===== src/rtl/elim_sched_pkg.sv =====
// Shared types and helpers for the elim_sched round-robin job scheduler.
package elim_sched_pkg;

  typedef enum logic [2:0] {
    ST_IDLE   = 3'd0,
    ST_LAUNCH = 3'd1,
    ST_RUN    = 3'd2,
    ST_ABORT  = 3'd3,
    ST_REPORT = 3'd4
  } state_e;

  // Width of a client index; never below one bit.
  function automatic int unsigned id_width(input int unsigned n);
    return (n > 1) ? $clog2(n) : 1;
  endfunction

endpackage


===== src/rtl/elim_sched_if.sv =====
// Host/core-facing signal bundle of elim_sched; slave is the scheduler side.
interface elim_sched_if #(
  parameter int unsigned R  = 4,
  parameter int unsigned CW = 16
) ();
  import elim_sched_pkg::*;

  localparam int unsigned IW = id_width(R);

  logic [R-1:0]  req;
  logic [R-1:0]  ack;
  logic          err;
  logic [CW-1:0] cycles;
  logic          busy;
  logic [IW-1:0] cur_id;
  logic          core_start;
  logic          core_rst;
  logic          core_done;

  modport master (
    output req, core_done,
    input  ack, err, cycles, busy, cur_id, core_start, core_rst
  );

  modport slave (
    input  req, core_done,
    output ack, err, cycles, busy, cur_id, core_start, core_rst
  );

endinterface


===== src/rtl/elim_sched_rr_pick.sv =====
// Combinational round-robin picker: first requester at or after ptr, wrapping at R.
module rr_pick
  import elim_sched_pkg::*;
#(
  parameter int unsigned R = 4,
  localparam int unsigned IW = id_width(R)
) (
  input  logic [R-1:0]  req,
  input  logic [IW-1:0] ptr,
  output logic [IW-1:0] grant_id,
  output logic          any
);

  logic [2*R-1:0] dbl;
  logic [R-1:0]   rot;
  logic [IW:0]    off;
  logic [IW:0]    sum;

  always_comb begin
    dbl = {req, req};
    rot = R'(dbl >> ptr);
    off = '0;
    any = 1'b0;
    for (int unsigned i = 0; i < R; i++) begin
      if (!any && rot[i]) begin
        any = 1'b1;
        off = (IW+1)'(i);
      end
    end
    // ptr + off can reach 2R-2; fold back into 0..R-1 without relying on 2^IW wrap.
    sum = {1'b0, ptr} + off;
    if (sum >= (IW+1)'(R)) begin
      sum = sum - (IW+1)'(R);
    end
    grant_id = sum[IW-1:0];
  end

endmodule


===== src/rtl/elim_sched.sv =====
// Shares one elimination core between R clients: round-robin grant, start pulse,
// watchdog abort, and a per-client ack carrying error flag and RUN-cycle count.
module elim_sched
  import elim_sched_pkg::*;
#(
  parameter int unsigned R       = 4,
  parameter int unsigned TIMEOUT = 4096,
  parameter int unsigned CW      = 16
) (
  input logic         clk,
  input logic         rst,
  elim_sched_if.slave bus
);

  localparam int unsigned IW = id_width(R);

  state_e        state_q, state_d;
  logic [IW-1:0] ptr_q, ptr_d;
  logic [IW-1:0] cur_id_q, cur_id_d;
  logic [CW-1:0] cnt_q, cnt_d;
  logic [CW-1:0] cycles_q, cycles_d;
  logic          err_q, err_d;
  logic [R-1:0]  ack_q, ack_d;
  logic          busy_q, busy_d;
  logic          start_q, start_d;
  logic          crst_q, crst_d;

  logic [IW-1:0] grant_id;
  logic          any;

  rr_pick #(.R(R)) u_pick (
    .req      (bus.req),
    .ptr      (ptr_q),
    .grant_id (grant_id),
    .any      (any)
  );

  always_comb begin
    state_d  = state_q;
    ptr_d    = ptr_q;
    cur_id_d = cur_id_q;
    cnt_d    = cnt_q;
    cycles_d = cycles_q;
    err_d    = err_q;

    unique case (state_q)
      ST_IDLE: begin
        if (any) begin
          state_d  = ST_LAUNCH;
          cur_id_d = grant_id;
          ptr_d    = (grant_id == IW'(R - 1)) ? '0 : grant_id + IW'(1);
        end
      end
      ST_LAUNCH: begin
        state_d = ST_RUN;
        cnt_d   = '0;
      end
      ST_RUN: begin
        // A done arriving on the final permitted cycle still counts as success.
        if (bus.core_done) begin
          state_d  = ST_REPORT;
          cycles_d = cnt_q + CW'(1);
          err_d    = 1'b0;
        end else if (cnt_q == CW'(TIMEOUT - 1)) begin
          state_d  = ST_ABORT;
          cycles_d = CW'(TIMEOUT);
          err_d    = 1'b1;
        end else begin
          cnt_d = cnt_q + CW'(1);
        end
      end
      ST_ABORT:  state_d = ST_REPORT;
      ST_REPORT: state_d = ST_IDLE;
      default:   state_d = ST_IDLE;
    endcase

    // Output pulses are decoded from the next state so they appear registered.
    busy_d  = (state_d != ST_IDLE);
    start_d = (state_d == ST_LAUNCH);
    crst_d  = (state_d == ST_ABORT);
    for (int unsigned i = 0; i < R; i++) begin
      ack_d[i] = (state_d == ST_REPORT) && (cur_id_d == IW'(i));
    end
  end

  always_ff @(posedge clk) begin
    if (rst) begin
      state_q  <= ST_IDLE;
      ptr_q    <= '0;
      cur_id_q <= '0;
      cnt_q    <= '0;
      cycles_q <= '0;
      err_q    <= 1'b0;
      ack_q    <= '0;
      busy_q   <= 1'b0;
      start_q  <= 1'b0;
      crst_q   <= 1'b0;
    end else begin
      state_q  <= state_d;
      ptr_q    <= ptr_d;
      cur_id_q <= cur_id_d;
      cnt_q    <= cnt_d;
      cycles_q <= cycles_d;
      err_q    <= err_d;
      ack_q    <= ack_d;
      busy_q   <= busy_d;
      start_q  <= start_d;
      crst_q   <= crst_d;
    end
  end

  assign bus.ack        = ack_q;
  assign bus.err        = err_q;
  assign bus.cycles     = cycles_q;
  assign bus.busy       = busy_q;
  assign bus.cur_id     = cur_id_q;
  assign bus.core_start = start_q;
  assign bus.core_rst   = crst_q;

endmodule


===== src/flat_wrapper.sv =====
// flat-port wrapper written by rule: the top's interface ports become plain ports
module elim_sched_flat import elim_sched_pkg::*;
#(
  parameter int unsigned R       = 4,
  parameter int unsigned TIMEOUT = 4096,
  parameter int unsigned CW      = 16
)
  (clk, rst, bus_req, bus_core_done, bus_ack, bus_err, bus_cycles, bus_busy, bus_cur_id, bus_core_start, bus_core_rst);
  elim_sched_if #(.R(R), .CW(CW)) bus_i ();
  input logic clk;
  input logic rst;
  input wire logic [$bits(bus_i.req)-1:0] bus_req;
  input wire logic [$bits(bus_i.core_done)-1:0] bus_core_done;
  output wire logic [$bits(bus_i.ack)-1:0] bus_ack;
  output wire logic [$bits(bus_i.err)-1:0] bus_err;
  output wire logic [$bits(bus_i.cycles)-1:0] bus_cycles;
  output wire logic [$bits(bus_i.busy)-1:0] bus_busy;
  output wire logic [$bits(bus_i.cur_id)-1:0] bus_cur_id;
  output wire logic [$bits(bus_i.core_start)-1:0] bus_core_start;
  output wire logic [$bits(bus_i.core_rst)-1:0] bus_core_rst;
  assign bus_i.req = bus_req;
  assign bus_i.core_done = bus_core_done;
  assign bus_ack = bus_i.ack;
  assign bus_err = bus_i.err;
  assign bus_cycles = bus_i.cycles;
  assign bus_busy = bus_i.busy;
  assign bus_cur_id = bus_i.cur_id;
  assign bus_core_start = bus_i.core_start;
  assign bus_core_rst = bus_i.core_rst;
  elim_sched #(.R(R), .TIMEOUT(TIMEOUT), .CW(CW)) u_core (.clk(clk), .rst(rst), .bus(bus_i));
endmodule

===== config.mk =====
export PLATFORM = sky130hd
export DESIGN_NAME = elim_sched_flat
export DESIGN_NICKNAME = d
export VERILOG_FILES = /design/src/rtl/elim_sched_pkg.sv /design/src/rtl/elim_sched_if.sv /design/src/rtl/elim_sched_rr_pick.sv /design/src/rtl/elim_sched.sv /design/src/flat_wrapper.sv
export SDC_FILE = /design/constraint.sdc
export NUM_CORES = 1
export LEC_CHECK = 0
export BUFFER_PORTS_ARGS = -buffer_cell sky130_fd_sc_hd__buf_4
export CORE_MARGIN = 4
export CORE_UTILIZATION = 53
export CTS_BUF_LIST = sky130_fd_sc_hd__clkbuf_8
export DETAILED_ROUTE_END_ITERATION = 6
export GPL_TIMING_DRIVEN = 0
export PLACE_DENSITY = 0.78
export SLEW_MARGIN = 10
export SYNTH_ARGS = -nofsm -noshare
export SYNTH_HDL_FRONTEND = slang
export SYNTH_HIERARCHICAL = 1
export SYNTH_SLANG_ARGS = --single-unit

===== constraint.sdc =====
create_clock -name clk -period 2 [get_ports clk]
set_input_delay 0.2 -clock clk [delete_from_list [all_inputs] [get_ports clk]]
set_output_delay 0.2 -clock clk [all_outputs]
set_load 0.02 [all_outputs]

==> summary.txt <==
Run status
  • Status: finished, final reports clean

Timing
  • Max Slew Vio Count: 0
  • Setup violators final: 0
  • Slew headroom: 0.616
  • Slew @ Worst Pin: 576 ps
  • RSZ-0062 raised after global routing: true
  • Fin crit share: 0.986
  • Final Hold Fails: 0
  • Fin worst setup slack: 27.8 ps
  • Setup tns final: 0 ps
  • Clock period minus worst slack: 1970 ps
  • Final Skew: 6.79 ps
  • Max Fclk: 0.507 GHz

Placement
  • Port Buffer Count: 30
  • Place WS: -245 ps
  • Routability congestion estimate: 0.853
  • Hpwl dp: 3.76 mm
  • Placed Area: 2620 um2

Synth
  • Most common cell in the netlist: dfxtp_1
  • Synthesized area: 2330 um2
  • Async set or reset register ratio after synthesis: 0
  • Post-synth EDFFs: 0
  • Synth Area in Simple Gates: 0.238
  • Seq/Total Area, Yosys: 0.403
  • Mean Syn Cell Area: 8.94 um2
  • Warnings, synthesis: 6
  • Main combinational cell family by area after synthesis: simple AND/OR/NAND/NOR gates
  • Count of cell types in the netlist: 51
  • Library cell with the largest summed area after synthesis: dfxtp_1
  • Synthesized Nets: 271
  • Mux contribution to synthesized area: 0.0214
  • Post-synthesis adder-cell area fraction: 0.0161
  • Compound-Gate Fraction of Synth Area: 0.203
  • Post-Syn Instances: 261
  • Area fraction of the dominant cell type after synthesis: 0.403
  • Ranking of synthesized cells by area: dfxtp_1 40%, o2bb2ai_1 4.5%, xnor2_1 4.1%
  • FF+latch count, synth: 47
  • Synth top cells by count: 47 x dfxtp_1, 18 x a21oi_1, 16 x nor2_1, 13 x nand2_1, 12 x o2bb2ai_1
  • Synth Area in XOR/XNOR: 0.0601
  • Prevailing post-synth register cell: dfxtp_1

Setup path
  • R2R Setup Slk: 30 ps
  • Worst Path Max Fanout: 5
  • CP Data Required Time: 2180 ps
  • Worst r2r src: u_core/ptr_q[0]
  • Reg2reg path depth: 11
  • Setup CP Type: reg2reg
  • Crit start category: flop
  • Crit end category: flop
  • CP Data Arrival Time: 2150 ps
  • Worst r2r dst: u_core/ptr_q[1]

Detailed routing
  • WL/cell: 15.5 um
  • Drt total wl: 5.52 mm
  • Post-route ant nets: 0
  • Drt first-iter violations: 142
  • DR vias/cell: 5.97
  • Initial DRT Pass Iterations: 4
  • Vias: 2120
  • DRC: 0

Hold path
  • Hold path cells: 3
  • Worst Hold Class: in2reg
  • Worst Hold End: u_core/bus.core_rst
  • Worst Min Path Start: bus_core_done

Floorplanning
  • Core area: 4120 um2
  • Rows: 23
  • I/O pins: 33
  • Die W: 74.4 um
  • Starting Density: 0.567
  • Die Span Y: 74.4 um
  • Die Area: 5530 um2

Clock network
  • Hold-fix buffers at CTS: 0
  • Worst-path clk slew: 90 ps
  • # H-tree levels: 2
  • TritonCTS clock tree: done
  • Clock tree buffer depth: 2
  • CTS Buf Count: 5
  • Insertion delay to the later sink of the worst-skew pair: 300 ps
  • Clock Sinks: 47
  • Clock Root Buffer: clkbuf_8

Pwr
  • Sequential share of power: 0.451
  • Leak pwr: 0.00113 uW
  • Max IR drop VDD: 0.453 mV
  • Int Pwr: 1630 uW
  • NetSw: 684 uW
  • Clk pwr share: 0.301
  • Sw frac: 0.296
  • PwrDens: 801 nW/um2
  • Comb pwr share: 0.248

Global routing
  • Initial antenna violation count: 0
  • Total grt overflow: 0
  • Largest net degree at the start of global routing: 16
  • First-pass GRT wire length: 8.78 mm
  • GRT Util Overall: 0.206
  • Vias in the first global route: 1848

Cells and area
  • Area grow syn2layout: 23.6%
  • Nets: 314
  • Ant diodes: 0
  • Layout filler cell count: 321
  • Final instance area: 2880 um2
  • Proportion of layout cells with a drive suffix above 1: 0.279

Job
  • Max Cap Viol: 0
[cells in the final DEF, fill, tap and decap left out, types with 2 or more instances in the layout]
master and count:
dfxtp_1 43, buf_4 38, a21oi_1 17, nor2_1 15
nand2_1 12, o2bb2ai_1 12, xnor2_1 10, o21ai_0 10
and3_1 9, nand4_1 8, nand3_1 8, clkbuf_1 7
nor3_1 7, clkbuf_8 5, buf_2 5, mux2i_1 5
nand2b_1 5, inv_1 5, or4_1 5, xor2_1 5
and2_1 4, buf_6 4, o21ai_2 3, or3_1 3
o311ai_1 3, a31oi_1 3, inv_2 2, a211oi_1 2
nand3b_1 2, and3b_1 2, o2111ai_1 2, o41ai_1 2
a311oi_2 2, dfxtp_4 2, dfxtp_2 2
[power groups by stage]
stage                     clock [uW]  combinational, uW  sequential (uW)
final                            696                572             1040
after global routing             754                629             1050
after CTS                        707                510             1030
after detailed placement           0                483             1050
after global placement             0                470             1050
after floorplan                    0                334             1070
[kinds of logic after synthesis]
| kind of cell | after synthesis |
|---|---|
| multiplexers | 5 |
| buffers and inverters | 27 |
| AND/OR/NAND/NOR | 96 |
| flip-flops | 47 |
| XOR/XNOR | 16 |
| AO/OA/AOI/OAI | 67 |
| adder cells (fa/ha/maj) | 3 |
[state kept, by name, summed over array words and instances, names as in the netlist]
signal,flops
u_core/ptr_q,2
u_core/bus.core_start,1
u_core/state_q,3
u_core/bus.err,1
u_core/bus.busy,1
u_core/bus.cycles,16
u_core/cnt_q,16
u_core/bus.ack,4
u_core/bus.cur_id,2
u_core/bus.core_rst,1
[how the worst max path moves through the flow]
stage                               start                     to  slack (ps)
after detailed placement  u_core/cnt_q[0]  u_core/bus.cycles[15]        -250
after floorplan           u_core/cnt_q[0]  u_core/bus.cycles[10]          90
after CTS                 u_core/ptr_q[0]        u_core/ptr_q[1]           2
after global routing      u_core/ptr_q[0]        u_core/ptr_q[1]        -130
final                     u_core/ptr_q[0]        u_core/ptr_q[1]          30
after global placement    u_core/cnt_q[0]   u_core/bus.cycles[8]        -200
[layer usage]
| layer | vias up | global-route usage | wire length (um) |
|---|---|---|---|
| met5 | - | 0 | 0 |
| met4 | 0 | 0.0870 | 91 |
| met3 | 9 | 0.0392 | 325 |
| met2 | 77 | 0.316 | 2510 |
| met1 | 988 | 0.284 | 2590 |
| li1 | 1046 | - | - |
[worst max-delay path, cell delays in order (launching register included)]
cell      delay (ps)
dfxtp_4          370
buf_6            120
nand2_1           50
o22ai_1          160
nand2_1           70
o211ai_1         120
ha_2             220
xnor2_2          110
xnor2_1          160
ha_1             260
mux2i_1          150
nor2_1            60
[stage by stage]
| step | power [uW] | hold slack (ps) | cells | util |
|---|---|---|---|---|
| finish | 2310 | 256 | 355 | 0.701 |
| global route | 2430 | 255 | 355 | 0.701 |
| CTS | 2250 | 255 | 350 | 0.673 |
| detailed placement | 1530 | 449 | 341 | 0.637 |
| global placement | 1520 | 446 | 341 | 0.637 |
| floorplan | 1400 | 420 | 261 | - |
[final cells by class]
class                   instances  area (um2)  area share
repair buffers                 37         275      0.0954
clock buffers                   5        68.8      0.0239
multi-input cells             187        1340       0.465
plain buffers                  19         115      0.0399
well taps                      50        62.6      0.0217
inverters                       7        26.3     0.00911
clock inverters                 3        43.8      0.0152
flip-flops and latches         47         951       0.330
[repair_timing]
item	CTS	global route
pin swaps	4	6
setup buffers	2	4
endpoints found under the setup margin	28	20
gates cloned	0	1
resized for setup	8	20
Note: power is estimated with default switching activity, not from simulation.
